<file path="src/rtl/fpga_apb_ahb_pkg.sv">
// Shared types and AHB-Lite encodings for the APB3 -> AHB-Lite configuration bridge.
package fpga_apb_ahb_pkg;

    typedef enum logic [2:0] {
        ST_IDLE = 3'd0,
        ST_ADDR = 3'd1,
        ST_DATA = 3'd2,
        ST_ERR  = 3'd3,
        ST_RESP = 3'd4
    } state_e;

    localparam logic [1:0] HTRANS_IDLE   = 2'b00;
    localparam logic [1:0] HTRANS_NONSEQ = 2'b10;

    localparam logic [2:0] HSIZE_BYTE = 3'b000;
    localparam logic [2:0] HSIZE_HALF = 3'b001;
    localparam logic [2:0] HSIZE_WORD = 3'b010;

    localparam logic [2:0] HBURST_SINGLE = 3'b000;

    // Result of turning an APB strobe pattern into an AHB size/alignment.
    typedef struct packed {
        logic [2:0] size;
        logic [1:0] lsbs;
        logic       valid;
    } strb_dec_t;

endpackage

</file>
<file path="src/rtl/fpga_apb_ahb_strb_dec.sv">
// Strobe-to-size decoder, only built when FPGA_APB_AHB_STRB_EN is defined.
// Reads are always full words; writes must use an aligned byte, half or word lane set.
`ifdef FPGA_APB_AHB_STRB_EN
module fpga_apb_ahb_strb_dec
    import fpga_apb_ahb_pkg::*;
(
    input  logic       pwrite_i,
    input  logic [3:0] pstrb_i,
    output strb_dec_t  dec_o
);

    // Map the strobe pattern onto HSIZE and the low address bits.
    always_comb begin
        dec_o = '{size: HSIZE_WORD, lsbs: 2'b00, valid: 1'b1};
        if (pwrite_i) begin
            case (pstrb_i)
                4'b1111: dec_o = '{size: HSIZE_WORD, lsbs: 2'b00, valid: 1'b1};
                4'b0011: dec_o = '{size: HSIZE_HALF, lsbs: 2'b00, valid: 1'b1};
                4'b1100: dec_o = '{size: HSIZE_HALF, lsbs: 2'b10, valid: 1'b1};
                4'b0001: dec_o = '{size: HSIZE_BYTE, lsbs: 2'b00, valid: 1'b1};
                4'b0010: dec_o = '{size: HSIZE_BYTE, lsbs: 2'b01, valid: 1'b1};
                4'b0100: dec_o = '{size: HSIZE_BYTE, lsbs: 2'b10, valid: 1'b1};
                4'b1000: dec_o = '{size: HSIZE_BYTE, lsbs: 2'b11, valid: 1'b1};
                default: dec_o = '{size: HSIZE_WORD, lsbs: 2'b00, valid: 1'b0};
            endcase
        end else begin
            dec_o = '{size: HSIZE_WORD, lsbs: 2'b00, valid: 1'b1};
        end
    end

endmodule
`endif

</file>
<file path="src/rtl/fpga_apb_ahb_bridge.sv">
// Registered APB3 slave to AHB-Lite master bridge: one APB access becomes one AHB SINGLE.
// Define FPGA_APB_AHB_STRB_EN to map write strobes onto HSIZEM/HADDRM[1:0].
module fpga_apb_ahb_bridge
    import fpga_apb_ahb_pkg::*;
#(
    parameter int unsigned ADDR_WIDTH  = 32,
    parameter logic [3:0]  HPROT_VALUE = 4'hF
) (
    input  logic                  HCLK,
    input  logic                  nPOR,
    input  logic                  PSEL,
    input  logic                  PENABLE,
    input  logic                  PWRITE,
    input  logic [ADDR_WIDTH-1:0] PADDR,
    input  logic [31:0]           PWDATA,
    input  logic [3:0]            PSTRB,
    output logic [31:0]           PRDATA,
    output logic                  PREADY,
    output logic                  PSLVERR,
    output logic                  HSELM,
    output logic                  HWRITEM,
    output logic                  HMASTLOCKM,
    output logic                  EXREQM,
    output logic [ADDR_WIDTH-1:0] HADDRM,
    output logic [1:0]            HTRANSM,
    output logic [2:0]            HSIZEM,
    output logic [2:0]            HBURSTM,
    output logic [3:0]            HMASTERM,
    output logic [3:0]            HPROTM,
    output logic [1:0]            MEMATTRM,
    output logic [31:0]           HWDATAM,
    input  logic                  HREADYM,
    input  logic                  HRESPM,
    input  logic                  EXRESPM,
    input  logic [31:0]           HRDATAM
);

    state_e                  state_q;
    logic                    hsel_q;
    logic [1:0]              htrans_q;
    logic [ADDR_WIDTH-1:0]   haddr_q;
    logic                    hwrite_q;
    logic [2:0]              hsize_q;
    logic [31:0]             hwdata_q;
    logic [31:0]             prdata_q;
    logic                    pready_q;
    logic                    pslverr_q;

    strb_dec_t               dec_s;
    logic [ADDR_WIDTH-1:0]   addr_d;
    logic                    unused_s;

`ifdef FPGA_APB_AHB_STRB_EN
    fpga_apb_ahb_strb_dec u_strb_dec (
        .pwrite_i (PWRITE),
        .pstrb_i  (PSTRB),
        .dec_o    (dec_s)
    );
    assign unused_s = ^{PENABLE, EXRESPM, PADDR[1:0]};
`else
    assign dec_s    = '{size: HSIZE_WORD, lsbs: 2'b00, valid: 1'b1};
    assign unused_s = ^{PENABLE, EXRESPM, PADDR[1:0], PSTRB};
`endif

    assign addr_d = {PADDR[ADDR_WIDTH-1:2], dec_s.lsbs};

    // Transfer sequencer; pslverr_q doubles as the error flag reported in RESP.
    always_ff @(posedge HCLK or negedge nPOR) begin
        if (!nPOR) begin
            state_q   <= ST_IDLE;
            hsel_q    <= 1'b0;
            htrans_q  <= HTRANS_IDLE;
            haddr_q   <= '0;
            hwrite_q  <= 1'b0;
            hsize_q   <= HSIZE_WORD;
            hwdata_q  <= 32'h0000_0000;
            prdata_q  <= 32'h0000_0000;
            pready_q  <= 1'b0;
            pslverr_q <= 1'b0;
        end else begin
            case (state_q)
                ST_IDLE: begin
                    pready_q  <= 1'b0;
                    pslverr_q <= 1'b0;
                    if (PSEL) begin
                        if (dec_s.valid) begin
                            state_q  <= ST_ADDR;
                            hsel_q   <= 1'b1;
                            htrans_q <= HTRANS_NONSEQ;
                            haddr_q  <= addr_d;
                            hwrite_q <= PWRITE;
                            hsize_q  <= dec_s.size;
                            if (PWRITE) begin
                                hwdata_q <= PWDATA;
                            end
                        end else begin
                            // Unsupported strobe pattern: answer the APB side without touching AHB.
                            state_q   <= ST_RESP;
                            pready_q  <= 1'b1;
                            pslverr_q <= 1'b1;
                        end
                    end
                end
                ST_ADDR: begin
                    if (HREADYM) begin
                        state_q  <= ST_DATA;
                        hsel_q   <= 1'b0;
                        htrans_q <= HTRANS_IDLE;
                    end
                end
                ST_DATA: begin
                    if (HREADYM && !HRESPM) begin
                        if (!hwrite_q) begin
                            prdata_q <= HRDATAM;
                        end
                        state_q   <= ST_RESP;
                        pready_q  <= 1'b1;
                        pslverr_q <= 1'b0;
                    end else if (HREADYM && HRESPM) begin
                        // Single-cycle ERROR is a slave protocol violation; still report it.
                        state_q   <= ST_RESP;
                        pready_q  <= 1'b1;
                        pslverr_q <= 1'b1;
                    end else if (HRESPM) begin
                        state_q <= ST_ERR;
                    end
                end
                ST_ERR: begin
                    if (HREADYM) begin
                        state_q   <= ST_RESP;
                        pready_q  <= 1'b1;
                        pslverr_q <= 1'b1;
                    end
                end
                ST_RESP: begin
                    state_q   <= ST_IDLE;
                    pready_q  <= 1'b0;
                    pslverr_q <= 1'b0;
                end
                default: begin
                    state_q   <= ST_IDLE;
                    hsel_q    <= 1'b0;
                    htrans_q  <= HTRANS_IDLE;
                    pready_q  <= 1'b0;
                    pslverr_q <= 1'b0;
                end
            endcase
        end
    end

    assign HSELM      = hsel_q;
    assign HTRANSM    = htrans_q;
    assign HADDRM     = haddr_q;
    assign HWRITEM    = hwrite_q;
    assign HSIZEM     = hsize_q;
    assign HWDATAM    = hwdata_q;
    assign PRDATA     = prdata_q;
    assign PREADY     = pready_q;
    assign PSLVERR    = pslverr_q;

    assign HMASTERM   = 4'h0;
    assign HMASTLOCKM = 1'b0;
    assign HBURSTM    = HBURST_SINGLE;
    assign HPROTM     = HPROT_VALUE;
    assign MEMATTRM   = 2'b00;
    assign EXREQM     = 1'b0;

endmodule

</file>
<file path="config.mk">
export PLATFORM = sky130hd
export DESIGN_NAME = fpga_apb_ahb_bridge
export DESIGN_NICKNAME = d
export VERILOG_FILES = /design/src/rtl/fpga_apb_ahb_pkg.sv /design/src/rtl/fpga_apb_ahb_strb_dec.sv /design/src/rtl/fpga_apb_ahb_bridge.sv
export SDC_FILE = /design/constraint.sdc
export NUM_CORES = 1
export LEC_CHECK = 0
export BUFFER_PORTS_ARGS = -buffer_cell sky130_fd_sc_hd__buf_4
export CAP_MARGIN = 40
export CORE_UTILIZATION = 44
export CTS_CLUSTER_DIAMETER = 200
export DETAILED_ROUTE_END_ITERATION = 12
export PLACE_DENSITY = 0.8
export SYNTH_ARGS = -nofsm -noshare
export SYNTH_HDL_FRONTEND = slang
export SYNTH_SLANG_ARGS = --single-unit
</file>
<file path="constraint.sdc">
create_clock -name HCLK -period 2.2 [get_ports HCLK]
set_input_delay 0.44 -clock HCLK [delete_from_list [all_inputs] [get_ports HCLK]]
set_output_delay 0.44 -clock HCLK [all_outputs]
set_load 0.05 [all_outputs]
</file>
==> metrics.md, run 1 <==
| Metric | Value |
|---|---|
| Status | `completed` |
| CTS tree | `done` |
| Max-slew violation total from the final report | `0` |
| Worst slew pin tran | `529 ps` |
| 1st-iter DRT viols | `70` |
| Worst R2R Start | `state_q[1]` |
| Mapped Area | `around 4000 sq um` |
| CP max FO | `30` |
| Global-route wire length before repair | `about 14 mm` |
| DR vias/cell | `4.73` |
| Buf/Inv on CP | `1` |
| Setup violations, final | `0` |
| Post-synth cell types | `21` |
| Gr ovfl total | `0` |
| # Post-CTS Setup Buffers | `0` |
| Boundary Pins | `between 200 and 250` |
| Final setup margin | `505 ps` |
| Clock Skew | `14.0 ps` |
| Max transition margin | `63.8%` |
| Number of global-route vias before repair | `2879` |
| Final hold viol count | `0` |
| Crit end category | `register` |
| Layout fillers | `698` |
| R2r setup slk | `just over 500 ps` |
| Hpwl dp | `6.49 mm` |
| Setup TNS | `0 ps` |
| Final period utilization | `approximately 77%` |
| Initial Utilization | `45.6%` |
| Layout area overhead | `42.5%` |
| Core area | `8760 sq um` |
| Clock transition at path regs | `90 ps` |
| CP top delay family | `simple AND/OR/NAND/NOR gates` |
| Clk root buf | `clkbuf_8` |
| Drt total wl | `8.39 mm` |
| Max incr delay on CP | `between 400 and 500 ps` |
| Reg2reg path depth | `4` |
| H-tree Lvls | `3` |
| Initial antenna violation count | `0` |
| CP Data Arrival Time | `1920 ps` |
| Fin crit period | `1690 ps` |
| Clk sinks | `101` |
| DRT antenna net count | `0` |
| Remaining DRCs | `0` |
| Die width | `97.3 um` |
| Synth Instances | `roughly 260` |
| Nets | `566` |
| Worst Setup Path Type | `register to register` |
| Avg Inst Size Synth | `~15 sq um` |
| Port bufs | `~200` |
| Diode count | `0` |
| Layout cells sized above 1 | `about three fifths` |
| Unrepaired setup endpoints after global routing | `false` |
| HP Class | `primary input to asynchronous set/reset pin` |
| Max-Cap Viols | `0` |
| Crit path launch type | `register` |
| Worst skew pair latency | `350 ps` |
| Pin count of the biggest net entering global routing | `50` |
| Synth Register Bits | `slightly above 100` |
| CP required | `roughly 2400 ps` |
| Max Clk Rate | `590 MHz` |
| Num rows | `34` |
| Syn. warnings | `0` |
| Die area | `9460 sq um` |
| Die H | `97.3 um` |
| GRT Total Usage | `18.3%` |
| CTS buffer count | `9` |
| Wire per inst | `14.7 um` |
| Routability Congestion | `0.734` |
| Sequential area share after synthesis | `63.3%` |
| Pre-Repair DR Iteration Count | `2` |
| Critical-path cell list | `nor4b_4, nand2_2, buf_12, mux2_1` |
| Post-CTS Resized | `0` |
| Detailed-route via count | `around 2700` |
| Slowest CP cell | `dfrtp_1` |
| Pre-CTS setup slack | `just under 500 ps` |
| Worst-case clock buffer depth | `2` |
| R2R Path End | `HWDATAM[3]` |
| Hold Buf Count CTS | `0` |
==> Yosys cell counts <==
library cell	number	share of area, %
buf_6	3	0.85
nand3_1	1	0.13
nor2_1	6	0.56
nor3b_1	1	0.19
clkbuf_1	2	0.19
nand2_1	2	0.19
mux2_2	65	18
a2111oi_0	1	0.22
a21oi_1	4	0.50
inv_1	1	0.094
mux2_1	29	8.2
nand2b_1	1	0.16
buf_2	7	0.88
buf_4	22	4.1
conb_1	2	0.19
nor4b_4	1	0.60
nor2b_1	3	0.47
a2bb2oi_1	1	0.22
dfrtp_1	101	63
o21ai_0	4	0.50
nand2_2	1	0.16
==> layout make-up <==
| cell class | instances | area (sq um) | share of cell area, % |
|---|---|---|---|
| clock buffers | 11 | 141 | 2.48 |
| clock inverters | 5 | 36.3 | 0.637 |
| inverters | 1 | 3.75 | 0.0659 |
| multi-input cells | 141 | 1290 | 22.7 |
| flip-flops and latches | 101 | 2530 | 44.4 |
| well taps | 108 | 135 | 2.37 |
| repair buffers | 204 | 1560 | 27.3 |
==> registers in the layout, summed over array words and instances (netlist names) <==
| signal | count |
|---|---|
| HWRITEM | 1 |
| HWDATAM | 32 |
| PSLVERR | 1 |
| HADDRM | 30 |
| PREADY | 1 |
| state_q | 3 |
| PRDATA | 32 |
| HTRANSM | 1 |
==> cells by family (layout without fill, tap and decap cells) <==
kind of cell,Yosys count,in the layout,share of synthesized area [%]
DFF,101,101,63.3
AOI/OAI and AO/OA,10,10,1.44
other,2,21,0.188
buffers and inverters,35,221,6.14
muxes,94,94,26.5
and+or+nand+nor,16,16,2.44
==> layout by cell type, fill, tap and decap left out, types with 2 or more instances in the layout <==
cell,count
clkbuf_8,10
nor2b_1,3
a21oi_1,4
o21ai_0,4
conb_1,21
nor2_1,6
buf_4,202
mux2_2,65
clkinvlp_4,3
buf_12,2
mux2_1,29
nand2_1,2
dfrtp_1,101
==> how the worst max path moves through the flow <==
stage,from,end,slack (ps),depth (start not counted)
2_1_floorplan,state_q[0],HWDATAM[10],590,5
4_1_cts,state_q[1],HWDATAM[3],480,4
3_5_place_dp,state_q[1],HWDATAM[3],500,4
5_1_grt,state_q[1],HWDATAM[3],400,4
6_report,state_q[1],HWDATAM[3],510,4
3_3_place_gp,state_q[1],HWDATAM[5],510,4
==> worst reg2reg max path, cell delays in order, from the launching register on <==
cell     delay, ps
dfrtp_1        490
nor4b_4        380
nand2_2        160
buf_12         200
mux2_1         350
==> stage by stage <==
stage | hold slack [ps] | utilization [%] | instance area [sq um] | instances
4_1_cts | 31.3 | 65.0 | 5690 | 571
3_5_place_dp | 419 | 62.9 | 5520 | 555
3_3_place_gp | 418 | 62.9 | 5520 | 555
6_report | 32.3 | 65.0 | 5690 | 571
5_1_grt | 54.7 | 65.0 | 5690 | 571
2_1_floorplan | 144 | - | 4070 | 277
==> routing by layer <==
layer | track usage [%] | share of wire, % | vias up
met5 | 0 | 0 | -
met4 | 7.24 | 1.9 | 0
met3 | 4.82 | 8.2 | 13
met2 | 31.7 | 52 | 129
met1 | 21.7 | 38 | 1315
li1 | - | - | 1244
Power of run 1 is not shown: default switching activity piles up to over one toggle a cycle in this logic, so the estimate is an artifact.
==> run 2, diff against run 1 <==
- CORE_UTILIZATION: 44 -> 40
- PLACE_DENSITY: 0.8 -> 0.77
- clock period: 2.2 -> 1.55 ns (I/O delays scaled with it)
==> metrics.md, run 2 (synthesis gave the netlist of run 1 again) <==
| Metric | Value |
|---|---|
| Final hold viol count | `0 (unchanged)` |
| Hold_sp | `PWDATA[30]` |
| Worst Setup Path Type | `register to register (unchanged)` |
| Layout cells sized above 1 | `69.2% (was 61.8%)` |
| Crit end category | `register (unchanged)` |
| Boundary Pins | `228 (unchanged)` |
| Die H | `102 um (was 97.3 um)` |
| Initial antenna violation count | `0 (unchanged)` |
| Worst hold slack | `169 ps (was 32.3 ps)` |
| Core area | `9730 sq um (was 8760 sq um)` |
| Commonest cells after routing, fill and taps aside | `buf_4, dfrtp_1, mux2_2, mux2_4, conb_1 (was buf_4, dfrtp_1, mux2_2, mux2_1, conb_1)` |
| Slowest CP cell | `dfrtp_2 (was dfrtp_1)` |
| Critical-path cell list | `nor4b_4, buf_4, clkbuf_16, mux2_2 (was nor4b_4, nand2_2, buf_12, mux2_1)` |
| Routability Congestion | `0.702 (was 0.734)` |
| Hold Crit Depth | `2` |
| CP Data Arrival Time | `1800 ps (was 1920 ps)` |
| CTS tree | `done (unchanged)` |
| Hpwl dp | `6.54 mm (was 6.49 mm)` |
| Layout area overhead | `50.5% (was 42.5%)` |
| DRT antenna net count | `0 (unchanged)` |
| Remaining DRCs | `0 (unchanged)` |
| Num rows | `36 (was 34)` |
| GRT Total Usage | `16.5% (was 18.3%)` |
| Global-route wire length before repair | `13.0 mm (was 13.8 mm)` |
| Clock transition at path regs | `90 ps (about the same)` |
| Layout fillers | `797 (was 698)` |
| Crit path launch type | `register (unchanged)` |
| Die area | `10400 sq um (was 9460 sq um)` |
| H-tree Lvls | `3 (unchanged)` |
| Finished Cell Area | `6010 sq um (was 5690 sq um)` |
| Pin count of the biggest net entering global routing | `53 (was 50)` |
| Die width | `102 um (was 97.3 um)` |
| R2r setup slk | `-10 ps (was 510 ps)` |
| DR vias/cell | `4.56 (was 4.73)` |
| Drt total wl | `9.26 mm (was 8.39 mm)` |
| Commonest non-fill, non-tap cell in the layout | `buf_4 (unchanged)` |
| R2R Path End | `HADDRM[7] (was HWDATAM[3])` |
| CP top delay family | `flip-flops (was simple AND/OR/NAND/NOR gates)` |
| Final period utilization | `101% (was 77.0%)` |
| Status | `finished with violations (was completed)` |
| Max Clk Rate | `641 MHz (was 590 MHz)` |
| Initial Utilization | `41.0% (was 45.6%)` |
| Wire per inst | `15.2 um (was 14.7 um)` |
| Setup violations, final | `21 (was 0)` |
| Max-slew violation total from the final report | `0 (unchanged)` |
| Worst skew pair latency | `350 ps (about the same)` |
| Nets | `577 (was 566)` |
| Max-Cap Viols | `0 (unchanged)` |
| Gr ovfl total | `0 (unchanged)` |
| Pre-Repair DR Iteration Count | `4 (was 2)` |
| CP max FO | `15 (was 30)` |
| Port bufs | `198 (unchanged)` |
| Final setup margin | `-9.91 ps (was 505 ps)` |
| 1st-iter DRT viols | `61 (was 70)` |
| Worst-case clock buffer depth | `2 (unchanged)` |
| Diode count | `0 (unchanged)` |
| CTS buffer count | `9 (unchanged)` |
| Clock Skew | `8.38 ps (was 14.0 ps)` |
| Buf/Inv on CP | `2 (was 1)` |
| Clk root buf | `clkbuf_8 (unchanged)` |
| HP Class | `primary input to register (was primary input to asynchronous set/reset pin)` |
| Max incr delay on CP | `450 ps (was 490 ps)` |
| Reg2reg path depth | `4 (unchanged)` |
| Post-DP Area | `5610 sq um (was 5520 sq um)` |
| Worst R2R Start | `state_q[1] (unchanged)` |
| Number of global-route vias before repair | `2707 (was 2879)` |
| CP required | `1790 ps (was 2420 ps)` |
| Detailed-route via count | `2767 (was 2701)` |
| Clk sinks | `101 (unchanged)` |
| Unrepaired setup endpoints after global routing | `true (was false)` |
| Fin crit period | `1560 ps (was 1690 ps)` |
| Violated checks | `setup timing` |
| Hold Path End | `HWDATAM[30]` |
-- run 2: changes by cell type in the layout (fill, tap and decap cells not counted), moves of 2 or more --
cell,before,now
dfrtp_1,101,99
mux2_2,65,63
dfrtp_2,0,2
mux2_1,29,3
mux2_4,0,28
clkinvlp_4,3,1
clkbuf_8,10,13
buf_4,202,207
clkbuf_16,0,2
buf_12,2,4
-- run 2: how the worst max path moves through the flow --
stage	from	end	slack (ps)	cells after the start
finish	state_q[1]	HADDRM[7]	-10	4
global route	state_q[1]	HADDRM[12]	-60	4
CTS	state_q[1]	HWDATAM[21]	-30	4
detailed placement	state_q[1]	HWDATAM[25]	-30	4
global placement	state_q[1]	HWDATAM[11]	10	4
floorplan	state_q[0]	HWDATAM[10]	-50	5
-- run 2: what timing repair did --
action	in CTS	in global routing
hold buffers	1	0
endpoints found under the hold margin	23	0
gates cloned	0	3
resized for setup	1	30
endpoints found under the setup margin	40	94
pin swaps	1	2
buffers inserted	1	2
-- run 2: cell type report --
class,count,area [sq um],share of cell area (%)
sequential,101,2530,42.1
clock buffer,13,179,2.98
multi-input combinational,141,1410,23.5
timing repair buffer,215,1710,28.4
tap,133,166,2.77
inverter,1,3.75,0.0624
clock inverter,3,17.5,0.291
-- run 2: through the flow --
| step | util (%) | setup TNS, ps | std cells | setup WS (ps) |
|---|---|---|---|---|
| after global placement | 57.6 | 0 | 584 | 11.5 |
| after detailed placement | 57.6 | -455 | 584 | -28.0 |
| final | 61.8 | -109 | 607 | -9.91 |
| after floorplan | - | -1940 | 277 | -45.9 |
| after CTS | 59.8 | -648 | 602 | -33.5 |
| after global routing | 61.8 | -2010 | 607 | -61.9 |
-- run 2: metal layers --
layer | part of all wire (%) | track usage, %
met5 | 0 | 0
met3 | 7.0 | 4.79
met2 | 52 | 28.5
met4 | 1.9 | 8.68
met1 | 39 | 18.7
Power of run 2 is left out for the same reason.
